File: config.mk
export PLATFORM = sky130hd
export DESIGN_NAME = nand_flash_ctrl
export DESIGN_NICKNAME = d
export VERILOG_FILES = /design/src/rtl/nand_flash_ctrl.sv
export SDC_FILE = /design/constraint.sdc
export NUM_CORES = 1
export LEC_CHECK = 0
export CORE_UTILIZATION = 58
export CTS_CLUSTER_SIZE = 25
export DETAILED_ROUTE_END_ITERATION = 7
export DONT_BUFFER_PORTS = 1
export HOLD_SLACK_MARGIN = 0.08
export PLACE_DENSITY = 0.74
export SLEW_MARGIN = 20
export SYNTH_ARGS = -nofsm -noshare
export SYNTH_HDL_FRONTEND = slang
export SYNTH_SLANG_ARGS = --single-unit
export TNS_END_PERCENT = 20
File: constraint.sdc
create_clock -name clk -period 1.9 [get_ports clk]
set_input_delay 0.285 -clock clk [delete_from_list [all_inputs] [get_ports clk]]
set_output_delay 0.285 -clock clk [all_outputs]
set_load 0.03 [all_outputs]
File: src/rtl/nand_flash_ctrl.sv
// nand_flash_ctrl
//   Host-side initiator for the on-chip NAND flash byte array. Turns page-level
//   READ / PROGRAM / ERASE commands into byte-wise array cycles with flash
//   semantics: program can only clear bits (new value ANDed with old), erase sets
//   a whole block to all-ones.
//
//   Optional feature macro: NAND_FLASH_CTRL_VERIFY_EN
//     defined   : every programmed byte is read back (PG_VISS/PG_VCAP) and a
//                 readback that differs from the written value raises op_err.
//     undefined : no readback; op_err comes only from bit-set attempts or an
//                 illegal opcode.
//
// Ports
//   clk, rst_n                     clock, async active-low reset
//   cmd_valid/cmd_ready            command handshake (ready only in IDLE)
//   cmd_op                         00 READ, 01 PROGRAM, 10 ERASE, 11 illegal
//   cmd_page                       target page (ERASE aligns down to its block)
//   wr_valid/wr_ready/wr_data      program data stream, one byte per handshake
//   rd_valid/rd_ready/rd_data      read data stream, byte held until accepted
//   op_done/op_err                 one-cycle completion pulse + error qualifier
//   mem_we/mem_re/mem_addr         array strobes and byte address {page, offset}
//   mem_wdata/mem_rdata            array write data / registered read data
//                                  (1-cycle latency, 0 when re was low)

module nand_flash_ctrl #(
  parameter  int ADDR_W      = 8,
  parameter  int DATA_W      = 8,
  parameter  int PAGE_BYTES  = 16,
  parameter  int BLOCK_PAGES = 4,
  localparam int OFF_W       = $clog2(PAGE_BYTES),
  localparam int PAGE_W      = ADDR_W - OFF_W,
  localparam int BLK_W       = $clog2(BLOCK_PAGES),
  localparam int CNT_W       = $clog2(PAGE_BYTES * BLOCK_PAGES)
) (
  input  logic              clk,
  input  logic              rst_n,
  input  logic              cmd_valid,
  output logic              cmd_ready,
  input  logic [1:0]        cmd_op,
  input  logic [PAGE_W-1:0] cmd_page,
  input  logic              wr_valid,
  output logic              wr_ready,
  input  logic [DATA_W-1:0] wr_data,
  output logic              rd_valid,
  input  logic              rd_ready,
  output logic [DATA_W-1:0] rd_data,
  output logic              op_done,
  output logic              op_err,
  output logic              mem_we,
  output logic              mem_re,
  output logic [ADDR_W-1:0] mem_addr,
  output logic [DATA_W-1:0] mem_wdata,
  input  logic [DATA_W-1:0] mem_rdata
);

  localparam logic [3:0] IDLE    = 4'd0;
  localparam logic [3:0] RD_ISS  = 4'd1;
  localparam logic [3:0] RD_CAP  = 4'd2;
  localparam logic [3:0] RD_OUT  = 4'd3;
  localparam logic [3:0] PG_WAIT = 4'd4;
  localparam logic [3:0] PG_ISS  = 4'd5;
  localparam logic [3:0] PG_CAP  = 4'd6;
  localparam logic [3:0] PG_WR   = 4'd7;
`ifdef NAND_FLASH_CTRL_VERIFY_EN
  localparam logic [3:0] PG_VISS = 4'd8;
  localparam logic [3:0] PG_VCAP = 4'd9;
`endif
  localparam logic [3:0] ER_WR   = 4'd10;
  localparam logic [3:0] DONE    = 4'd11;

  logic [3:0]        state;
  logic [PAGE_W-1:0] page_q;
  logic [CNT_W-1:0]  off;
  logic [DATA_W-1:0] wbyte;    // host byte for the current program step
  logic [DATA_W-1:0] old_q;    // array contents before the program step
  logic [DATA_W-1:0] rd_q;
  logic              err;      // sticky until DONE
  logic              page_last;
  logic              blk_last;
  logic [DATA_W-1:0] pg_val;   // value actually written: flash can only clear bits
  logic [ADDR_W-1:0] addr;

  // Read/program walk one page (low OFF_W bits of the counter); erase walks the
  // whole block with the full counter. Terminal count ends the walk, so the
  // counter never wraps into the next page or block.
  assign page_last = (off[OFF_W-1:0] == {OFF_W{1'b1}});
  assign blk_last  = (off == {CNT_W{1'b1}});
  assign pg_val    = old_q & wbyte;

  // Erase drops the low BLK_W page bits, which aligns to the block base; the
  // counter's upper bits then select the page inside the block.
  always_comb begin
    if (state == ER_WR) addr = {page_q[PAGE_W-1:BLK_W], off};
    else                addr = {page_q, off[OFF_W-1:0]};
  end

  always_ff @(posedge clk or negedge rst_n) begin
    if (!rst_n) begin
      state  <= IDLE;
      page_q <= '0;
      off    <= '0;
      wbyte  <= '0;
      old_q  <= '0;
      rd_q   <= '0;
      err    <= 1'b0;
    end else begin
      case (state)
        IDLE: if (cmd_valid) begin
          page_q <= cmd_page;
          off    <= '0;
          case (cmd_op)
            2'b00:   state <= RD_ISS;
            2'b01:   state <= PG_WAIT;
            2'b10:   state <= ER_WR;
            default: begin
              err   <= 1'b1;
              state <= DONE;
            end
          endcase
        end
        RD_ISS: state <= RD_CAP;
        RD_CAP: begin
          rd_q  <= mem_rdata;
          state <= RD_OUT;
        end
        RD_OUT: if (rd_ready) begin
          if (page_last) state <= DONE;
          else begin
            off   <= off + CNT_W'(1);
            state <= RD_ISS;
          end
        end
        PG_WAIT: if (wr_valid) begin
          wbyte <= wr_data;
          state <= PG_ISS;
        end
        PG_ISS: state <= PG_CAP;
        PG_CAP: begin
          old_q <= mem_rdata;
          // Asking for a 0->1 transition is an error, but the AND-write still
          // goes ahead so the page reflects what flash would actually hold.
          if ((wbyte & ~mem_rdata) != '0) err <= 1'b1;
          state <= PG_WR;
        end
`ifdef NAND_FLASH_CTRL_VERIFY_EN
        PG_WR:   state <= PG_VISS;
        PG_VISS: state <= PG_VCAP;
        PG_VCAP: begin
          if (mem_rdata != pg_val) err <= 1'b1;
          if (page_last) state <= DONE;
          else begin
            off   <= off + CNT_W'(1);
            state <= PG_WAIT;
          end
        end
`else
        PG_WR: begin
          if (page_last) state <= DONE;
          else begin
            off   <= off + CNT_W'(1);
            state <= PG_WAIT;
          end
        end
`endif
        ER_WR: begin
          if (blk_last) state <= DONE;
          else          off   <= off + CNT_W'(1);
        end
        DONE: begin
          err   <= 1'b0;
          state <= IDLE;
        end
        default: state <= IDLE;
      endcase
    end
  end

  // Outputs decode straight from state so an async reset clears them in the
  // same cycle. The strobes are one-hot by construction: re only in *_ISS,
  // we only in PG_WR / ER_WR.
  always_comb begin
    mem_re = 1'b0;
    mem_we = 1'b0;
    case (state)
      RD_ISS, PG_ISS: mem_re = 1'b1;
`ifdef NAND_FLASH_CTRL_VERIFY_EN
      PG_VISS:        mem_re = 1'b1;
`endif
      PG_WR, ER_WR:   mem_we = 1'b1;
      default: ;
    endcase
  end

  always_comb begin
    mem_wdata = '0;
    if (state == ER_WR)      mem_wdata = {DATA_W{1'b1}};
    else if (state == PG_WR) mem_wdata = pg_val;
  end

  assign mem_addr  = (mem_we | mem_re) ? addr : '0;
  assign cmd_ready = (state == IDLE);
  assign wr_ready  = (state == PG_WAIT);
  assign rd_valid  = (state == RD_OUT);
  assign rd_data   = rd_q;
  assign op_done   = (state == DONE);
  assign op_err    = (state == DONE) & err;

endmodule

## Yosys cells after proc, flatten, opt, wreduce, memory -nomap -nowiden

Cells that the tools add are included.

| cells by class | value |
|---|---|
| $add $sub $neg | 1 |
| eq/ne operators | 20 |
| multiplexer cells | 23 |
| bitwise gates (word level) | 5 |
| reduce and logical (&&, ||, !) cells | 13 |

Operators by type and width:

| cell | number |
|---|---|
| 4-bit one-hot mux with 9 select lines | 1 |
| 6-bit two-way mux | 5 |
| 4-bit two-way mux | 6 |
| 8-bit two-way mux | 3 |
| 6-bit one-hot mux with 4 select lines | 1 |
| 8-bit bitwise AND | 2 |
| 4-bit by 3-bit equality test with 1-bit output (second input constant) | 4 |
| 4-bit equality test (second input constant) | 3 |
| 2-bit != test (second input constant) | 6 |
| 4-bit one-hot mux with 3 select lines | 1 |
| 4-bit AND reduction | 3 |
| 4-bit by 2-bit equality test with 1-bit output (second input constant) | 2 |
| 8-bit inverter | 1 |
| 8-bit nonzero test | 1 |
| 6-bit by 1-bit adder with 6-bit output (second input constant) | 1 |
| 6-bit equality test (second input constant) | 1 |
| 1-bit two-way mux | 5 |
| 4-bit by 1-bit equality test with 1-bit output (second input constant) | 1 |
| 4-bit logical NOT | 1 |
| 2-bit AND reduction | 2 |
| 4-bit nonzero test | 1 |
| 2-bit OR reduction | 2 |
| 1-bit one-hot mux with 3 select lines | 1 |
| 3-bit nonzero test | 1 |
| other kinds (7) | 7 |

| word-level totals | value |
|---|---|
| bits in registers | 39 |
| input bits | 27 |
| output and inout bits | 31 |
| logic and storage cells | 69 |

## Logic depth before layout (Yosys ltp)

| depth | value |
|---|---|
| depth after elaboration | 5 |
| gate-level depth with buffers | 7 |
| gate-level depth less buffers | 6 |

## Worst setup path after synthesis

OpenSTA, ideal clock, no wires.

| timing | value |
|---|---|
| path kind | flip-flop to flip-flop |
| from | register state[0] |
| to | register page_q[0] |
| library setup time | 125 ps |
| arrival time | 2268 ps |
| slack | -493 ps |
| stages on the path, launching flop included | 5 |
| buffers on the path | 1 |
| period minus slack after synthesis | 2393 ps |
| path through | dfrtp_1 clkbuf_1 nor4_1 nand2_1 mux2_2 |

| on the way | value |
|---|---|
| longest elaborated chain between the ends | 2 |

Ends and longest elaborated chain:

| item | line | text |
|---|---|---|
| start, declared | 71 | `logic [3:0] state;` |
| start signal, assigned | 99 | `state <= IDLE;` |
| start signal, assigned | 112 | `2'b00: state <= RD_ISS;` |
| start signal, assigned | 113 | `2'b01: state <= PG_WAIT;` |
| 4-bit logical NOT | - |  |
| net cmd_ready | 38 | `output logic cmd_ready,` |
| 2-bit AND reduction (no line) | - |  |
| end signal, assigned | 109 | `page_q <= cmd_page;` |
| end, declared | 72 | `logic [PAGE_W-1:0] page_q;` |

The timed path passes the listed nets, and every way through them passes these cells.
A chain may end at the register's enable or synchronous reset.

## Worst setup path after layout

| timing | value |
|---|---|
| from | register state[3] |
| to | output mem_wdata[6] |

| on the way | value |
|---|---|
| longest elaborated chain between the ends | 3 |
| elaborated cells on any way between the ends | 4 |
| those cells by class | eq/ne (2); mux (2) |

Ends and longest elaborated chain:

| item | line | text |
|---|---|---|
| 4-bit by 3-bit equality test with 1-bit output | 197 | `else if (state == PG_WR) mem_wdata = pg_val;` |
| 8-bit two-way mux | 197 |  |
| 8-bit two-way mux (*) | 196 | `if (state == ER_WR) mem_wdata = {DATA_W{1'b1}};` |
| end, declared | 52 | `output logic [DATA_W-1:0] mem_wdata,` |

Mark *: on every way between the ends. The rest lies on a longest branch, timed or not.

==> results.cfg <==
[run_status]
outcome = complete, but fails checks
violations = setup timing

[finish]
nNetsFinal = 284
syn_to_final_growth_pct = 32.5
antenna_cells = 0
final_common_cell = dfrtp_1
final_util_pct = 82.2
fillers = 199
final_cell_mix = 38 x dfrtp_1, 35 x buf_4, 28 x mux2_2
layout-drive-gt1-share_pct = 44.7

[setup_path]
rr_worst_depth = 6
critPathBufInv = 2
reg2reg_to = off[5]
cp_data_required_time_ps = 1620
path_cells = nand2b_4 > or2_4 > buf_12 > o21ai_1 > buf_4
end_kind = output port
slowest_stage = dfrtp_2
crit_family = simple AND/OR/NAND/NOR gates
reg2reg_from = state[0]
worstPathArrival_ps = 1780
critical_path_class = reg2out
r2r_slack_ps = 10
path_max_fanout = 6
start_kind = flip-flop
max_stage_delay_ps = 460

[sta]
max_freq_ghz = 0.484
slew_headroom_pct = 64.6
drv_slew = 0
timing.final.crit_period_ps = 2070
hold_ws_ps = 115
min_period_over_period_pct = 109
grt_setup_unrepaired = yes
fin_worst_skew_ps = 11.7
worst_slew_pin_slew_ps = 525
tns_ps = -2190
hold_violations = 0
finalSetupViolCount = 17
final.setup.worst_slack_ps = -166

[power_and_ir_drop]
cellLeakagePower_uw = 0.00124
ir_drop_mv = 1.11
power_uw = 5210
powerDensity_mw_per_mm2 = 1840

[yosys]
synth_area_sq_mm = 0.00214
synthArstFlopShare_pct = 100
yosys_register_bits = 39
post_synth_inst_count = 211
syn_avg_cell_area_sq_um = 10.1
synth_enable_flop_cells = 0
seq_area_frac_synth_pct = 45.7
yosys_warnings = 0
synth_flop_cell = dfrtp_1
yosysUniqueCellTypes = 45
syn-num-nets = 243

[floorplanning]
dieArea_sq_mm = 0.00393
core_area_sq_mm = 0.00344
start_util_pct = 62.1
num_io_pins = 58
die_h_microns = 62.7
dieWidth_microns = 62.7
row_count = 21

[place]
dpl.hpwl_microns = 3890
place_ws_ps = -64.1
io_buffers = 0
gp_congestion = 0.882

[routing]
num_vias = 1871
ant_nets = 0
firstDrtPassIters = 4
drc = 0
routed_via_density = 6.26
wl_microns = 6080
routedWlPerCell_microns = 20.3
drt_iter0_drc = 137

[hold_path]
min_from = wr_valid
hold_class = in2reg
min_to = state[2]
min_delay_path_depth = 1

[clocking]
clk_pin_slew_ps = 90
cts_max_path_buffers = 2
clock_sinks = 39
clkLatencyLatePin_ps = 300
numCtsBuffers = 5
cts_tree = done
root_buffer = clkbuf_8
cts_max_level = 2

[grt]
antenna_found_initial = 0
grt_pass1_wl_microns = 9560
grt_pass1_vias = 1958
grt_max_degree = 40
grt_usage_pct = 32.4
grt_overflow_total = 0

[job]
cap_violations = 0
==> timing repair <==
action / CTS / global route
endpoints found under the hold margin: 39 / 0
setup buffers: 9 / 3
hold buffers: 2 / 0
resized for setup: 15 / 7
setup endpoints to repair: 21 / 35
pin swaps: 5 / 8
==> Yosys cell counts, types with 5 or more instances <==
cell / number / area share, %
inv_1: 14 / 2.5
a21oi_1: 6 / 1.4
nand2b_1: 6 / 1.8
ha_1: 5 / 2.9
nand2_1: 15 / 2.6
nor2b_1: 7 / 2.1
o21ai_0: 18 / 4.2
dfrtp_1: 39 / 46
mux2_2: 28 / 15
nor2_1: 14 / 2.5
clkbuf_1: 7 / 1.2
==> per-layer routing <==
layer	vias up	track usage, %	wire length [microns]
met2	96	58.2	3220
li1	826	-	-
met5	-	0	0
met3	30	8.21	371
met1	919	35.2	2220
met4	0	16.3	269
==> state kept, by name (all words and copies together) (netlist names) <==
| signal | cells |
|---|---|
| page_q | 4 |
| old_q | 8 |
| state | 4 |
| wbyte | 8 |
| rd_data | 8 |
| err | 1 |
| off | 6 |
==> final cells by class <==
class                      instances  area (sq um)  area share, %
clock buffer                       6          82.6           2.92
clock inverter                     2          38.8           1.37
inverter                          14          52.6           1.86
multi-input combinational        149          1240           43.9
sequential                        39           977           34.5
tap                               46          57.6           2.03
timing repair buffer              43           378           13.4
==> power by group <==
part / switching (uW) / internal, uW
clock network: 306 / 432
logic: 1500 / 1280
registers: 477 / 1220
==> stage by stage <==
| stage | instances | area (sq um) |
|---|---|---|
| after floorplan | 211 | 2250 |
| after global placement | 277 | 2480 |
| after detailed placement | 277 | 2480 |
| after CTS | 296 | 2780 |
| after global routing | 299 | 2830 |
| final | 299 | 2830 |
==> logic make-up (layout without fill, tap and decap cells) <==
group	count (synthesis)	count (layout)	synth area share, %
AO/OA/AOI/OAI	48	48	14.8
XOR/XNOR	1	1	0.410
adder cells (fa/ha/maj)	5	5	2.93
buffers and inverters	23	65	4.16
flip-flops	39	39	45.7
multiplexers	29	29	15.2
AND/OR/NAND/NOR	66	66	16.8
==> worst reg2reg max path: cells and delay by family, from the launching register on <==
family / cells / cell delay, ps
buffers and inverters: 1 / 170
and+or+nand+nor: 3 / 980
DFF: 1 / 380
AOI/OAI and AO/OA: 2 / 300
==> worst max-delay path by stage <==
stage	to	slack, ps	startpoint	depth (start not counted)
floorplan	state[1]	-60	state[0]	6
global placement	mem_addr[4]	10	state[0]	5
detailed placement	off[2]	-60	state[3]	5
CTS	mem_addr[4]	-180	state[0]	5
global route	mem_addr[4]	-200	state[0]	5
finish	mem_wdata[6]	-170	state[3]	5
(Power assumes the default switching activity.)
